--- src/rtl/uart_frame_loader.sv ---
// UART receive framing stage: parses sync/addr/len/payload/checksum frames and writes packed words to BRAM.
// Optional inter-byte timeout enabled by defining LOADER_TIMEOUT_EN.
module uart_frame_loader #(
    parameter int unsigned N              = 256,
    parameter int unsigned ABITS          = 8,
    parameter int unsigned DBITS          = N,
    parameter int unsigned TIMEOUT_CYCLES = 30000
) (
    input  logic             clk,
    input  logic             rst_n,
    input  logic             rx_valid,
    input  logic [7:0]       rx_byte,
    output logic [ABITS-1:0] wr_addr,
    output logic [DBITS-1:0] wr_data,
    output logic             wr_en,
    output logic             start,
    output logic             frame_error,
    output logic             busy
);

    localparam int unsigned BYTES = N / 8;
    localparam int unsigned BCW   = (BYTES > 1) ? $clog2(BYTES) : 1;
    localparam logic [7:0]  SYNC  = 8'hA5;

    localparam logic [2:0] IDLE    = 3'd0;
    localparam logic [2:0] ADDR    = 3'd1;
    localparam logic [2:0] LEN     = 3'd2;
    localparam logic [2:0] PAYLOAD = 3'd3;
    localparam logic [2:0] CSUM    = 3'd4;

    // Parameter sanity, evaluated at elaboration
    if ((N == 0) || (N % 8 != 0)) begin : g_bad_n
        $error("uart_frame_loader: N must be a nonzero multiple of 8");
    end
    if (DBITS != N) begin : g_bad_dbits
        $error("uart_frame_loader: DBITS must equal N");
    end
    if ((ABITS == 0) || (ABITS > 8)) begin : g_bad_abits
        $error("uart_frame_loader: ABITS must be 1..8");
    end
    if (TIMEOUT_CYCLES == 0) begin : g_bad_timeout
        $error("uart_frame_loader: TIMEOUT_CYCLES must be nonzero");
    end

    logic [2:0]       state_q,    state_d;
    logic [ABITS-1:0] base_q,     base_d;
    logic [7:0]       len_q,      len_d;
    logic [7:0]       word_idx_q, word_idx_d;
    logic [BCW-1:0]   byte_cnt_q, byte_cnt_d;
    logic [N-1:0]     shift_q,    shift_d;
    logic [7:0]       csum_q,     csum_d;
    logic             wr_en_q,    wr_en_d;
    logic [ABITS-1:0] wr_addr_q,  wr_addr_d;
    logic [DBITS-1:0] wr_data_q,  wr_data_d;
    logic             start_q,    start_d;
    logic             fe_q,       fe_d;
    logic             busy_q,     busy_d;

`ifdef LOADER_TIMEOUT_EN
    localparam int unsigned TOW = $clog2(TIMEOUT_CYCLES + 1);
    logic [TOW-1:0] to_cnt_q, to_cnt_d;
`endif

    // Next-state and registered-output logic
    always_comb begin
        state_d    = state_q;
        base_d     = base_q;
        len_d      = len_q;
        word_idx_d = word_idx_q;
        byte_cnt_d = byte_cnt_q;
        shift_d    = shift_q;
        csum_d     = csum_q;
        wr_en_d    = 1'b0;
        wr_addr_d  = wr_addr_q;
        wr_data_d  = wr_data_q;
        start_d    = 1'b0;
        fe_d       = 1'b0;

        if (rx_valid) begin
            case (state_q)
                IDLE: begin
                    if (rx_byte == SYNC) begin
                        state_d    = ADDR;
                        csum_d     = 8'h00;
                        byte_cnt_d = '0;
                        word_idx_d = 8'h00;
                    end
                end
                ADDR: begin
                    base_d  = rx_byte[ABITS-1:0];
                    csum_d  = csum_q ^ rx_byte;
                    state_d = LEN;
                end
                LEN: begin
                    len_d   = rx_byte;
                    csum_d  = csum_q ^ rx_byte;
                    state_d = (rx_byte == 8'h00) ? CSUM : PAYLOAD;
                end
                PAYLOAD: begin
                    csum_d  = csum_q ^ rx_byte;
                    shift_d = N'({shift_q, rx_byte});
                    if (byte_cnt_q == BCW'(BYTES - 1)) begin
                        byte_cnt_d = '0;
                        wr_en_d    = 1'b1;
                        wr_addr_d  = base_q + ABITS'(word_idx_q);
                        wr_data_d  = DBITS'(shift_d);
                        word_idx_d = word_idx_q + 8'd1;
                        if (word_idx_q == len_q - 8'd1) begin
                            state_d = CSUM;
                        end
                    end else begin
                        byte_cnt_d = byte_cnt_q + BCW'(1);
                    end
                end
                CSUM: begin
                    if (rx_byte == csum_q) begin
                        start_d = 1'b1;
                    end else begin
                        fe_d = 1'b1;
                    end
                    state_d = IDLE;
                end
                default: state_d = IDLE;
            endcase
        end

`ifdef LOADER_TIMEOUT_EN
        to_cnt_d = (rx_valid || (state_q == IDLE)) ? '0 : to_cnt_q + TOW'(1);
        if ((state_q != IDLE) && !rx_valid && (to_cnt_q == TOW'(TIMEOUT_CYCLES - 1))) begin
            state_d    = IDLE;
            fe_d       = 1'b1;
            byte_cnt_d = '0;
            to_cnt_d   = '0;
        end
`endif

        // Derived from next state so busy drops together with start/frame_error
        busy_d = (state_d != IDLE);
    end

    always_ff @(posedge clk) begin
        if (!rst_n) begin
            state_q    <= IDLE;
            base_q     <= '0;
            len_q      <= 8'h00;
            word_idx_q <= 8'h00;
            byte_cnt_q <= '0;
            shift_q    <= '0;
            csum_q     <= 8'h00;
            wr_en_q    <= 1'b0;
            wr_addr_q  <= '0;
            wr_data_q  <= '0;
            start_q    <= 1'b0;
            fe_q       <= 1'b0;
            busy_q     <= 1'b0;
        end else begin
            state_q    <= state_d;
            base_q     <= base_d;
            len_q      <= len_d;
            word_idx_q <= word_idx_d;
            byte_cnt_q <= byte_cnt_d;
            shift_q    <= shift_d;
            csum_q     <= csum_d;
            wr_en_q    <= wr_en_d;
            wr_addr_q  <= wr_addr_d;
            wr_data_q  <= wr_data_d;
            start_q    <= start_d;
            fe_q       <= fe_d;
            busy_q     <= busy_d;
        end
    end

`ifdef LOADER_TIMEOUT_EN
    always_ff @(posedge clk) begin
        if (!rst_n) begin
            to_cnt_q <= '0;
        end else begin
            to_cnt_q <= to_cnt_d;
        end
    end
`endif

    assign wr_en       = wr_en_q;
    assign wr_addr     = wr_addr_q;
    assign wr_data     = wr_data_q;
    assign start       = start_q;
    assign frame_error = fe_q;
    assign busy        = busy_q;

endmodule
--- config.mk ---
export PLATFORM = sky130hd
export DESIGN_NAME = uart_frame_loader
export DESIGN_NICKNAME = d
export VERILOG_FILES = /design/src/rtl/uart_frame_loader.sv
export SDC_FILE = /design/constraint.sdc
export NUM_CORES = 1
export LEC_CHECK = 0
export BUFFER_PORTS_ARGS = -buffer_cell sky130_fd_sc_hd__buf_2
export CORE_MARGIN = 2
export CORE_UTILIZATION = 35
export CTS_BUF_LIST = sky130_fd_sc_hd__clkbuf_8 sky130_fd_sc_hd__clkbuf_16
export CTS_CLUSTER_DIAMETER = 120
export CTS_CLUSTER_SIZE = 14
export DETAILED_ROUTE_END_ITERATION = 12
export SETUP_SLACK_MARGIN = 0.1
export SLEW_MARGIN = 10
export SYNTH_ARGS = -nofsm -noshare
export SYNTH_HDL_FRONTEND = slang
export SYNTH_SLANG_ARGS = --single-unit
--- constraint.sdc ---
create_clock -name clk -period 2.2 [get_ports clk]
set_input_delay 0.11 -clock clk [delete_from_list [all_inputs] [get_ports clk]]
set_output_delay 0.11 -clock clk [all_outputs]
set_load 0.05 [all_outputs]
==> out/results.tsv, run 1 <==
metric	value	unit
most numerous cell in the Yosys netlist	nand2_1	
LEAKAGE	0.00898	µW
chip height	250	µm
slowest CP cell	fa_1	
# IOs	279	
Via density	4.81	
cell row count	90	
Setup crit end kind	flop	
First-pass DRT Iterations	5	
CTS tree	done	
PwrDens	715	mW/mm²
initial antenna violation count	0	
first-pass GRT wire length	88.3	mm
failing checks	hold timing	
Synth Warn #	0	
Congestion Overflow GR	0	
CTS root buffer	clkbuf_16	
fin nets	2771	
worst vdd ir	0.000506	V
final setup vio count	0	
final worst-path cycle share	90.2	%
Worst-path clk slew	70	ps
mux contribution to synthesized area	0.0948	%
Slew Viols, Final	0	
largest cells by area after synthesis	dfxtp_1, a21boi_0, nand2_1, clkbuf_1, ha_1	
Synth area leader	dfxtp_1	
hpwl dp	36.8	mm
synthesis-to-finish area growth	18.1	%
fmax	504	MHz
Worst Path Buf+Inv	1	
initial core utilization	35.2	%
die footprint	0.0623	mm²
Min-Delay Path Class	in2reg	
Synth Area in Compound Gates	20.6	%
Unique masters post-synth	48	
Top delay family on crit path	compound AO/OA/AOI/OAI gates	
post-synthesis simple-gate area fraction	21.4	%
crit-path max cell delay	390	ps
Synth Area in XOR/XNOR	0.746	%
status	finished, violations left	
total vias in the final route	17000	
Gate Count Post-Synth	2543	
share of cells above drive strength 1	14.6	%
max_cap viols	0	
Worst-Skew Late Latency	590	ps
sequential element share of the synthesized area	52.7	%
largest family of logic cells by synthesized area	simple AND/OR/NAND/NOR gates	
RSZ-0062 raised after global routing	yes	
filler cell count	6033	
DRT antenna net count	0	
clk_skew	14.9	ps
final hold vios	2	
Post-synth ARST share	0	%
CP Max Fanout	2	
WHS	-9.52	ps
diode count	0	
crit path kind	reg2reg	
Tot GR Track Use	17.2	%
H-tree levels	2	
Worst path most repeated cell	o21ai_0	
Data arrival, critical path	2450	ps
Post-synth top flop	dfxtp_1	
cell breakdown of the critical path	ha_1 > inv_1 > fa_1 > nor2b_1 > o21ai_0 > a21boi_1 > o21ai_0 > nor3b_1 > a311o_1	
drt total wl	55.2	mm
Clock Path Buffers	3	
port bufs	278	
violation count after the first detailed-routing iteration	885	
largest net degree at the start of global routing	107	
Critical Path Source Type	flop	
Total Neg Setup Slack	0	ps
post-route minimum period	1980	ps
Core ar.	0.0600	mm²
syn nets	2566	
Max-slew headroom	57.6	%
CP required	2670	ps
Final Power	17800	µW
RD Place Congestion	0.807	
Cell Area, Synth	0.0211	mm²
DRC Markers	0	
vias in the first global route	16600	
number of synthesized register bits	556	
Synth top area share	52.7	%
Mean Syn Cell Area	8.31	µm²
Wirelength per Cell	15.6	µm
Synth top cells by count	nand2_1, dfxtp_1, a21boi_0	
Adder-Cell Fraction of Synth Area	0.746	%
Die X	250	µm
CTS Buf Count	45	
Post-synth EDFFs	0	
worst slew pin tran	637	ps
Clock Sinks	556	
## cell families (layout without fill, tap and decap cells)
family / Yosys count / count (layout)
DFF: 556 / 556
and+or+nand+nor: 1162 / 1162
buffers and inverters: 207 / 414
AOI/OAI and AO/OA: 586 / 586
muxes: 2 / 2
adders and majority gates: 12 / 12
xor gates and xnor gates: 18 / 18
## power breakdown
part | internal (µW) | total [µW] | switching (µW)
sequential | 10100 | 10100 | 0.481
clock | 3880 | 7420 | 3540
combinational | 166 | 345 | 179
## what timing repair did
item	CTS	global route
setup endpoints to repair	222	202
pin swaps	0	2
resized for setup	2	6
hold buffers	9	0
endpoints found under the hold margin	39	0
gates cloned	0	1
buffers inserted	0	4
## flip-flops by register name, summed over array words and instances, names as in the netlist, 5 cells and up
name	cells
base_q	8
byte_cnt_q	5
csum_q	8
len_q	8
shift_q	248
word_idx_q	8
wr_addr	8
wr_data	256
## final cells by class
class | instances | area (µm²) | area share [%]
clock inverter | 2 | 38.8 | 0.156
multi-input combinational | 1780 | 9270 | 37.1
sequential | 556 | 11100 | 44.6
timing repair buffer | 347 | 2280 | 9.16
clock buffer | 47 | 1180 | 4.72
inverter | 18 | 67.6 | 0.271
tap | 782 | 978 | 3.92
## worst register-to-register path, cell delays in order, from the launching register on
cell      delay, ps
dfxtp_1         330
ha_1            170
inv_1            50
fa_1            390
nor2b_1         110
o21ai_0         110
a21boi_1        180
o21ai_0         120
nor3b_1         160
a311o_1         260
## cell usage in the layout, fill, tap and decap left out, types with 2 or more instances in the layout
master	Yosys	routed
nor2b_1	12	12
o31ai_1	2	2
dfxtp_1	556	555
a21o_1	2	2
a221oi_1	2	2
nor3b_1	3	3
buf_2	0	277
xor2_1	8	8
dlygate4sd3_1	0	9
and2_1	4	3
buf_12	0	26
nand3_1	12	11
and3_1	4	3
nand4_1	5	5
ha_1	11	9
clkbuf_16	0	48
or4_1	2	2
a21boi_0	536	535
o21ai_0	22	22
o22ai_1	2	2
nand3b_1	4	4
nor3_1	7	7
nor4_1	2	2
mux2i_1	2	2
a21oi_1	8	8
xnor2_1	10	10
nand2_1	1072	1071
nor2_1	28	28
inv_1	18	18
buf_4	0	33
## through the flow
step / std cells / worst slack (ps) / util [%] / instance area (µm²)
final: 3532 / 216 / 41.6 / 24900
after floorplan: 2543 / 45.0 / - / 21100
after detailed placement: 3469 / -77.0 / 39.2 / 23600
after global routing: 3532 / 38.3 / 41.6 / 24900
after CTS: 3527 / 111 / 41.4 / 24900
after global placement: 3469 / 120 / 39.2 / 23600
## per-layer routing
metal | GRT usage [%] | part of all wire [%]
met1 | 21.9 | 45
met2 | 29.3 | 48
met3 | 4.16 | 5.5
met4 | 4.15 | 1.8
met5 | 0 | 0
## worst paths after layout
path,start,to,slack [ps],depth (start not counted)
setup / recovery,base_q[0],wr_addr[6],220,9
hold / removal,rst_n,shift_q[44],-10,2
setup reg to reg,base_q[0],wr_addr[6],220,9
hold reg to reg,wr_data[75],wr_data[75],460,2
No activity file was read; power rests on OpenSTA's default activity.
==> run 2, diff against run 1 <==
--- a/config.mk
+++ b/config.mk
@@ -6,6 +6,7 @@
 export NUM_CORES = 1
 export LEC_CHECK = 0
 export BUFFER_PORTS_ARGS = -buffer_cell sky130_fd_sc_hd__buf_2
+export CORE_ASPECT_RATIO = 0.6
 export CORE_MARGIN = 2
 export CORE_UTILIZATION = 35
 export CTS_BUF_LIST = sky130_fd_sc_hd__clkbuf_8 sky130_fd_sc_hd__clkbuf_16
==> out/results.tsv, run 2 (synthesized netlist as in run 1, its figures left out) <==
metric	value	unit	change
die footprint	0.0624	mm²	+0.10%
sequential cell area	0.0111	mm²	about the same
hold path endpoint	shift_q[174]		
Die X	321	µm	+29%
Tot GR Track Use	17.8	%	+0.59 points
drt total wl	57.8	mm	+4.7%
Wirelength per Cell	16.3	µm	+4.4%
RR Startpoint	byte_cnt_q[0]		
RD Place Congestion	0.826		+2.4%
vias in the first global route	16300		-1.9%
hpwl dp	38.9	mm	+5.9%
Worst-Skew Late Latency	580	ps	about the same
Hold Path Depth	2		unchanged
most frequent cells in the layout	nand2_1, dfxtp_1, a21boi_0		
Final Instance Area	0.0251	mm²	+0.69%
first-pass GRT wire length	90.4	mm	+2.3%
CP required	2700	ps	+30 ps
worst r2r path cells	6		-3
largest net degree at the start of global routing	127		+19%
# IOs	279		unchanged
GRT met1 Usage	26.9	%	+5.0 points
sequential share of power	56.4	%	about the same
Data arrival, critical path	2510	ps	+60 ps
commonest non-fill, non-tap cell in the layout	nand2_1		
placed cell area	0.0237	mm²	+0.48%
initial core utilization	35.6	%	+0.37 points
placed cells	3480		+0.32%
chip height	194	µm	-22%
PwrDens	710	mW/mm²	-0.59%
Core Util, Final	42.3	%	+0.72 points
port bufs	278		unchanged
crit path kind	reg2reg		
fin nets	2784		+0.47%
min-delay src	rst_n		
First-pass DRT Iterations	5		unchanged
area occupied by multi-input gates	0.00926	mm²	about the same
H-tree levels	2		unchanged
most used routing layer	met1		
max_cap viols	0		unchanged
LEAKAGE	0.00909	µW	+1.2%
final hold vios	0		-2
final setup vio count	0		unchanged
met2 usage	26.1	%	-3.2 points
Core ar.	0.0594	mm²	-1.0%
Gate power share	1.9	%	about the same
Clock Path Buffers	3		unchanged
WHS	68.1	ps	+77.6 ps
Critical Path Source Type	flop		
share of cells above drive strength 1	15.0	%	+0.37 points
RSZ-0062 raised after global routing	yes		
Switching Fraction	20.9	%	+0.075 points
r2r setup slk	190	ps	-20 ps
Slew Viols, Final	0		unchanged
fmax	498	MHz	-1.2%
final worst-path cycle share	91.3	%	+1.1 points
CTS root buffer	clkbuf_16		
diode count	0		unchanged
violation count after the first detailed-routing iteration	1194		+35%
Clock Sinks	556		unchanged
switching power total	3740	µW	+0.46%
Total Neg Setup Slack	0	ps	unchanged
Setup crit end kind	flop		
DRT antenna net count	0		unchanged
Max-slew headroom	49.3	%	-8.3 points
initial antenna violation count	0		unchanged
Reg-to-Reg End	byte_cnt_q[2]		
Worst-path clk slew	70	ps	about the same
worst slew pin tran	761	ps	+124 ps
status	completed		
CTS tree	done		
post-route minimum period	2010	ps	+24.9 ps
CTS Buf Count	45		unchanged
crit path launch	byte_cnt_q[0]		
Pint	14100	µW	unchanged
max reg flops	256		unchanged
cell row count	69		-23%
grt met3 use	3.17	%	-0.99 points
final cell count without fillers	3544		+0.34%
total vias in the final route	17300		+1.8%
clk_skew	16.7	ps	+1.83 ps
DRC Markers	0		unchanged
Min-Delay Path Class	in2reg		
Via density	4.89		+1.5%
filler cell count	5831		-3.3%
synthesis-to-finish area growth	18.9	%	
Congestion Overflow GR	0		unchanged
CP Max Fanout	5		+3
worst vdd ir	0.000477	V	-5.7%
clock power share	41.7	%	about the same
run 2: changes by cell type in the layout (fill, tap and decap cells not counted), sizes merged:
| cell | previous run | this run |
|---|---|---|
| buf | 337 | 348 |
| clkbuf | 48 | 50 |
run 2: layout make-up:
class,instances,share of cell area [%]
clock inverters,2,0.154
well taps,781,3.89
repair buffers,360,9.80
multi-input cells,1780,36.9
clock buffers,47,4.68
flip-flops and latches,556,44.3
inverters,18,0.269
run 2: critical path, stage by stage (launching register included):
cell      delay [ps]
dfxtp_1          340
ha_1             230
and3_1           210
ha_4             190
buf_4            150
or4b_2           620
a21boi_0         200
run 2: how the worst max path moves through the flow:
stage | endpoint | slack [ps] | depth (start not counted)
floorplan | wr_data[221] | 40 | 10
global placement | wr_addr[6] | 20 | 9
detailed placement | wr_addr[6] | 20 | 9
CTS | wr_addr[6] | 70 | 9
global route | wr_addr[6] | 50 | 9
finish | byte_cnt_q[2] | 190 | 6
run 2: metal layers:
layer | vias to the layer above | routed length [µm]
li1 | 8628 | -
met1 | 8325 | 29800
met2 | 309 | 24300
met3 | 51 | 2900
met4 | 0 | 784
met5 | - | 0
run 2: what timing repair did:
item                       CTS  global route
pin swaps                    0             1
hold buffers                 9             0
hold endpoints to repair    37             0
setup buffers                0             3
gates resized for setup      2            10
setup endpoints to repair    8            65
gates cloned                 0             3
run 2: through the flow:
stage	worst slack, ps	total power (µW)
finish	191	17800
global route	52.9	18500
CTS	72.3	18100
floorplan	45.0	10500
detailed placement	19.5	10600
global placement	15.4	10600
run 2: power groups by stage:
stage / clock network (µW) / registers (µW) / logic (µW)
final: 7430 / 10100 / 347
after global routing: 8060 / 10100 / 370
after CTS: 7680 / 10100 / 348
after detailed placement: 0 / 10300 / 335
after global placement: 0 / 10300 / 330
after floorplan: 0 / 10300 / 236
